### config.mk
export PLATFORM = sky130hd
export DESIGN_NAME = frame_serializer
export DESIGN_NICKNAME = d
export VERILOG_FILES = /design/src/rtl/kws_pkg.sv /design/src/rtl/frame_bank.sv /design/src/rtl/frame_serializer.sv
export SDC_FILE = /design/constraint.sdc
export NUM_CORES = 2
export LEC_CHECK = 0
export CAP_MARGIN = 20
export CORE_AREA = 2 2 616 618
export DETAILED_ROUTE_END_ITERATION = 8
export DIE_AREA = 0 0 618 620
export GPL_ROUTABILITY_DRIVEN = 1
export PLACE_DENSITY_LB_ADDON = 0.2
export SLEW_MARGIN = 0
export SYNTH_ARGS = -nofsm -noshare
export SYNTH_HDL_FRONTEND = slang
export SYNTH_HIERARCHICAL = 1
export SYNTH_SLANG_ARGS = --single-unit
### constraint.sdc
create_clock -name clk -period 42.7 [get_ports clk]
set_input_delay 8.54 -clock clk [delete_from_list [all_inputs] [get_ports clk]]
set_output_delay 8.54 -clock clk [all_outputs]
set_load 0.03 [all_outputs]
### src/rtl/kws_pkg.sv
// Shared keyword-spotting front-end types: sample format, frame geometry and
// the serializer state encoding used by hamming, frame_serializer and the FFT.
package kws_pkg;

  localparam int SAMPLE_W  = 12;
  localparam int FRAME_LEN = 128;

  typedef logic [SAMPLE_W-1:0] sample_t;

  typedef enum logic {
    IDLE,
    STREAM
  } ser_state_t;

endpackage

### src/rtl/frame_bank.sv
// FRAME_LEN x WIDTH register bank: whole-frame parallel load, indexed read,
// and the full contents exposed so another bank can copy it in one cycle.
module frame_bank
  import kws_pkg::*;
#(
  parameter int WIDTH     = SAMPLE_W,
  parameter int FRAME_LEN = kws_pkg::FRAME_LEN,
  parameter int IDX_W     = $clog2(FRAME_LEN)
) (
  input  logic             clk,
  input  logic             load,
  input  logic [WIDTH-1:0] load_data [0:FRAME_LEN-1],
  input  logic [IDX_W-1:0] rd_index,
  output logic [WIDTH-1:0] rd_data,
  output logic [WIDTH-1:0] contents  [0:FRAME_LEN-1]
);

  logic [WIDTH-1:0] mem [0:FRAME_LEN-1];

  // Sample storage carries no reset; validity is tracked by the owner.
  always_ff @(posedge clk) begin
    if (load) begin
      mem <= load_data;
    end
  end

  assign rd_data  = mem[rd_index];
  assign contents = mem;

endmodule

### src/rtl/frame_serializer.sv
// Captures parallel windowed frames and streams them one sample per
// valid/ready handshake, with a one-deep pending slot between frames.
module frame_serializer
  import kws_pkg::*;
#(
  parameter int WIDTH     = SAMPLE_W,
  parameter int FRAME_LEN = kws_pkg::FRAME_LEN,
  parameter int IDX_W     = $clog2(FRAME_LEN)
) (
  input  logic             clk,
  input  logic             rst,
  input  logic [WIDTH-1:0] frame_in [0:FRAME_LEN-1],
  input  logic             frame_valid,
  output logic [WIDTH-1:0] out_data,
  output logic             out_valid,
  input  logic             out_ready,
  output logic [IDX_W-1:0] out_index,
  output logic             out_last,
  output logic             busy,
  output logic             overrun,
  output logic [7:0]       drop_count
);

  localparam logic [IDX_W-1:0] LAST_IDX = IDX_W'(FRAME_LEN - 1);

  ser_state_t       state, state_n;
  logic [IDX_W-1:0] idx, idx_n;
  logic             pend_full, pend_full_n;
  logic             act_load, act_from_pend, pend_load, drop;
  logic             xfer, last_xfer;

  logic [WIDTH-1:0] act_src      [0:FRAME_LEN-1];
  logic [WIDTH-1:0] pend_all     [0:FRAME_LEN-1];
  logic [WIDTH-1:0] act_all_unused [0:FRAME_LEN-1];
  logic [WIDTH-1:0] pend_rd_unused;

  assign out_valid = (state == STREAM);
  assign xfer      = out_valid & out_ready;
  assign last_xfer = xfer & (idx == LAST_IDX);
  assign out_index = idx;
  assign out_last  = out_valid & (idx == LAST_IDX);
  assign busy      = (state == STREAM) | pend_full;

  always_comb begin
    for (int unsigned i = 0; i < FRAME_LEN; i++) begin
      act_src[i] = act_from_pend ? pend_all[i] : frame_in[i];
    end
  end

  frame_bank #(
    .WIDTH    (WIDTH),
    .FRAME_LEN(FRAME_LEN),
    .IDX_W    (IDX_W)
  ) u_active (
    .clk      (clk),
    .load     (act_load),
    .load_data(act_src),
    .rd_index (idx),
    .rd_data  (out_data),
    .contents (act_all_unused)
  );

  frame_bank #(
    .WIDTH    (WIDTH),
    .FRAME_LEN(FRAME_LEN),
    .IDX_W    (IDX_W)
  ) u_pending (
    .clk      (clk),
    .load     (pend_load),
    .load_data(frame_in),
    .rd_index (idx),
    .rd_data  (pend_rd_unused),
    .contents (pend_all)
  );

  always_ff @(posedge clk) begin
    if (rst) begin
      state      <= IDLE;
      idx        <= '0;
      pend_full  <= 1'b0;
      overrun    <= 1'b0;
      drop_count <= '0;
    end else begin
      state     <= state_n;
      idx       <= idx_n;
      pend_full <= pend_full_n;
      if (drop) begin
        overrun <= 1'b1;
        if (drop_count != 8'hFF) begin
          drop_count <= drop_count + 8'd1;
        end
      end
    end
  end

  always_comb begin
    state_n       = state;
    idx_n         = idx;
    pend_full_n   = pend_full;
    act_load      = 1'b0;
    act_from_pend = 1'b0;
    pend_load     = 1'b0;
    drop          = 1'b0;

    unique case (state)
      IDLE: begin
        if (frame_valid) begin
          act_load = 1'b1;
          idx_n    = '0;
          state_n  = STREAM;
        end
      end

      STREAM: begin
        if (last_xfer) begin
          idx_n = '0;
          if (pend_full) begin
            // Pending promotes while a same-cycle arrival refills pending;
            // both banks read pre-edge values, so no sample is lost.
            act_load      = 1'b1;
            act_from_pend = 1'b1;
            if (frame_valid) begin
              pend_load = 1'b1;
            end else begin
              pend_full_n = 1'b0;
            end
          end else if (frame_valid) begin
            act_load = 1'b1;
          end else begin
            state_n = IDLE;
          end
        end else begin
          if (xfer) begin
            idx_n = idx + 1'b1;
          end
          if (frame_valid) begin
            if (pend_full) begin
              drop = 1'b1;
            end else begin
              pend_load   = 1'b1;
              pend_full_n = 1'b1;
            end
          end
        end
      end

      default: state_n = IDLE;
    endcase
  end

endmodule
### Word-level counts from Yosys, hierarchy flattened

Cells that the tools add are included.

* input bits: 1540
* output and inout bits: 31
* bits in registers: 3090
* logic and storage cells: 432

* equal/unequal tests: 4
* add/sub/neg operators: 2
* $lt $le $gt $ge: 1
* reductions and logical operators: 4
* bitwise logic cells: 6
* multiplexer cells: 154

Operators with widths (count)
* 2-to-1 mux 12 bit: 130
* binary-select mux 12 bit (select 7 bit): 1
* 2-to-1 mux 7 bit: 3
* 2-to-1 mux 1 bit: 17
* case mux 7 bit (2 select lines): 1
* adder 8 x 1 -> 8 bit (second input constant): 1
* >= comparator 8 bit (second input constant): 1
* inequality test 8 bit (second input constant): 1
* NOT 7 -> 8 bit: 1
* adder 7 x 1 -> 7 bit (second input constant): 1
* equality test 7 bit (second input constant): 1
* AND reduction 2 bit: 3
* case mux 1 bit (2 select lines): 2
* AND 1 bit: 3
* inequality test 3 x 1 -> 1 bit (second input constant): 1
* inequality test 2 bit (second input constant): 1
* nonzero test 2 bit: 1
* NOT 1 bit: 1
* OR 1 bit: 1

### Logic depth before layout (Yosys ltp)

* depth in word-level cells: 5
* gate-level depth with buffers: 8
* gate-level depth less buffers: 5

### By module

Netlist, hierarchy kept.

Modules (own cells, without submodules)
* frame_bank: area an instance 58149.5 µm², seq. area each 46124.2 µm², cells an instance 2167, times used 2
* frame_serializer: area an instance 23078.4 µm², seq. area each 360.3 µm², cells an instance 1823, times used 1

### Worst setup path after synthesis

No wires, ideal clock.

* path type: input -> register
* from: input out_ready
* to: register u_pending.mem (netlist bit u_pending/contents[0]), enable pin
* setup time: 2129 ps
* buffers on the path: 0
* arrival: 43456 ps
* required time: 40571 ps
* stages: 3
* setup slack: -2886 ps
* cell sequence: nand3_1 > xor2_1 > and3_1

* word-level cells in the longest chain between the ends: 4

RTL lines
* start, declared: RTL line frame_serializer.sv:16 `input logic out_ready,`
* AND 1 bit: RTL line frame_serializer.sv:38 `assign xfer = out_valid & out_ready;`
* AND 1 bit: RTL line frame_serializer.sv:39 `assign last_xfer = xfer & (idx == LAST_IDX);`
* 2-to-1 mux 1 bit: RTL line frame_serializer.sv:115 `if (last_xfer) begin`
* 2-to-1 mux 1 bit: RTL line frame_serializer.sv:105 `unique case (state)`
* net pend_load: RTL line frame_serializer.sv:29 `logic act_load, act_from_pend, pend_load, drop;`
* end signal, assigned: RTL line frame_bank.sv:23 `mem <= load_data;`
* end, declared: RTL line frame_bank.sv:18 `logic [WIDTH-1:0] mem [0:FRAME_LEN-1];`

The timed path passes the listed nets, and every way through them passes these cells.
A chain may end at the register's enable or synchronous reset.

### Final worst setup path

* from: register idx[0], in the netlist out_index[0]
* to: output out_data[0]

* word-level cells in the longest chain between the ends: 4

RTL lines
* start, declared: RTL line frame_serializer.sv:27 `logic [IDX_W-1:0] idx, idx_n;`
* start signal, assigned: RTL line frame_serializer.sv:85 `idx <= idx_n;`
* NOT 7 -> 8 bit
* binary-select mux 12 bit (select 7 bit): RTL line frame_bank.sv:27 `assign rd_data = mem[rd_index];`
* 2-to-1 mux 12 bit (not written as such) (2 in a row): RTL line frame_bank.sv:27
* end, declared: RTL line frame_serializer.sv:14 `output logic [WIDTH-1:0] out_data,`

Every way passes these cells. The select of a mux whose other input is x is not followed.

==> key figures <==
Global routing
  – First-pass GRT wire length: 547 mm
  – GRT overflow: 0
  – Gr usage total: 20.7%
  – Vias in the first global route: 65000
  – Largest net degree at the start of global routing: 164
  – Initial antenna violation count: 360

Routing
  – Post-DRT Antenna Nets: 0
  – DRC Markers: 0
  – Routed wire length per instance: 32.3 um
  – Initial drt markers: 6699
  – Final wirelength: 409 mm
  – Drt first pass iters: 7
  – Vias: 63900
  – Via density: 5.03

Power
  – Pleak: 55.2 nW
  – Flop pwr share: 50.7%
  – Power share of the clock group: 42.2%
  – Int Pwr: 5.47 mW
  – Design Power: 7.02 mW
  – Switch share: 22.0%
  – Power density cells: 43.9 nW/um^2
  – Psw: 1.55 mW
  – VDD IR max: 30.5 uV
  – Combinational power share: 7.1%

STA
  – Final period util: 38.9%
  – Unrepaired setup endpoints after global routing: false
  – Fin. Hold Viols: 0
  – Worst-margin pin slew: 1150 ps
  – Crit path time final: 16620 ps
  – Max transition margin: 23.0%
  – Hold Slack: 459 ps
  – Pins Over Slew Limit: 0
  – Fmax achieved: 60.2 MHz
  – Worst clock skew: 78.3 ps
  – Final setup viols: 0

Placement
  – Dpl hpwl: 298 mm
  – DP Area: 148000 um^2
  – Port Buffers: 1570
  – Placer Congestion: 0.864
  – Dpl cells: 11900

Run status
  – Status: finished, final reports clean

Final layout
  – Non-Filler Instances: 12700
  – Layout cells sized above 1: 35.2%
  – Fill cells: 32900
  – Final instance area: 160000 um^2
  – Register area: 92600 um^2
  – Final Core Density: 42.3%
  – Layout area overhead: 25.4%
  – Layout Nets: 8797
  – Area of the multi-input gates: 32700 um^2

Worst setup path
  – Startpoint types: register
  – Most frequent CP cell: buf_4
  – CP Buf/Inv Count: 5
  – Top Family by Delay on Critical Path: buffers and inverters
  – Worst setup EP type: output port
  – Reg2reg setup slack: 33090 ps
  – R2r startpoint: out_index[0]$_SDFFE_PP0P_
  – Crit Path Category: reg -> out
  – CP required: 34160 ps
  – R2r worst-path depth: 12
  – FF-to-FF End: u_active/contents[141]$_DFFE_PP_
  – CP peak stage delay: 890 ps
  – Worst Path Max Fanout: 39
  – Worst path slowest cell: dfxtp_4
  – Cells along the critical path: buf_4 > buf_4 > buf_4 > buf_4 > mux4_2 > mux4_2 > mux4_2 > mux2_2 > clkdlybuf4s50_1
  – Critical Path AT: 8080 ps
  – Worst setup path start: out_index[0]$_SDFFE_PP0P_

Synth
  – Synthesis warning total: 6
  – Mapped Area: 127000 um^2
  – Syn Area/Cell: 23.0 um^2
  – Cells after Synth: 5526
  – Net Count, Synth: 7068

Die
  – Site Rows: 226
  – Starting Density: 33.8%
  – Die width: 618 um
  – Die Height: 620 um
  – Core Area: 377000 um^2
  – Die area: 383000 um^2
  – Io pins: 1571

Clock network
  – H-Tree Depth: 5
  – Num CTS Buffers: 353
  – Postcts setup bufs: 0
  – Maximum clock insertion buffer count: 4
  – CTS root buf: clkbuf_16
  – Hold_buf cts: 0
  – CTS tree: built
  – Clock Latency Late Sink: 950 ps
  – CTS resizes: 0
  – Clock Sinks: 3090
  – Clk slew on worst S/H paths: 60 ps

Min path
  – Worst Hold End: overrun$_SDFFE_PP0P_
  – Hold Path Class: reg -> reg
  – Worst Hold Depth: 2
  – HP Start: overrun$_SDFFE_PP0P_

Flow run
  – Max Cap Viol: 0
metrics by stage:
stage | setup TNS, ps | setup slack [ps]
2_1_floorplan | -2671570 | -1740
3_3_place_gp | 0 | 26010
3_5_place_dp | 0 | 25790
4_1_cts | 0 | 25580
5_1_grt | 0 | 25440
6_report | 0 | 26080
metal layers:
layer  track usage (%)  up-vias  wire (um)
li1                  -    26600          -
met1              25.7    33400     160000
met2              34.6     2809     203000
met3              4.92      938      29700
met4              8.62       90      16200
met5                 0        -        545
sequential cells by signal (all words and copies together) (netlist names):
name,count
pend_full,1
u_active/contents,1536
out_valid,1
u_pending/contents,1536
overrun,1
out_index,7
drop_count,8
cells in the final DEF, fill, tap and decap left out, types with 65 or more instances in the layout:
master	instances
clkbuf_16	356
clkinv_2	65
buf_4	82
clkdlybuf4s50_1	1570
clkbuf_1	68
edfxtp_1	3072
diode_2	128
mux4_2	504
mux2_4	900
mux2_2	649
clkinv_1	78
final cells by class:
| cell class | count | share of cell area [%] |
|---|---|---|
| antenna | 128 | 0.201 |
| clock buffer | 430 | 5.79 |
| clock inverter | 209 | 1.20 |
| inverter | 6 | 0.0141 |
| multi-input combinational | 2140 | 20.5 |
| sequential | 3090 | 58.0 |
| tap | 5016 | 3.93 |
| timing repair buffer | 1664 | 10.4 |
worst min-delay path: stages (launching register included):
cell and delay (ps):
dfxtp_1 310, inv_1 50, a21oi_1 50
worst max-delay path by stage:
stage,end,depth (start not counted)
global placement,u_active/contents[129]$_DFFE_PP_,11
global route,out_data[2],9
finish,out_data[0],9
detailed placement,u_active/contents[129]$_DFFE_PP_,11
CTS,out_data[2],9
floorplan,u_active/contents[0]$_DFFE_PP_,6
power groups by stage:
stage                     sequential (mW)  combinational [mW]  clock, mW
final                                3.56               0.497       2.96
after global routing                 3.57               0.525       3.14
after CTS                            3.56               0.506       3.03
after detailed placement             3.62               0.503          0
after global placement               3.62               0.496          0
after floorplan                      3.81               0.214          0
Note: power is estimated with default switching activity, not from simulation.
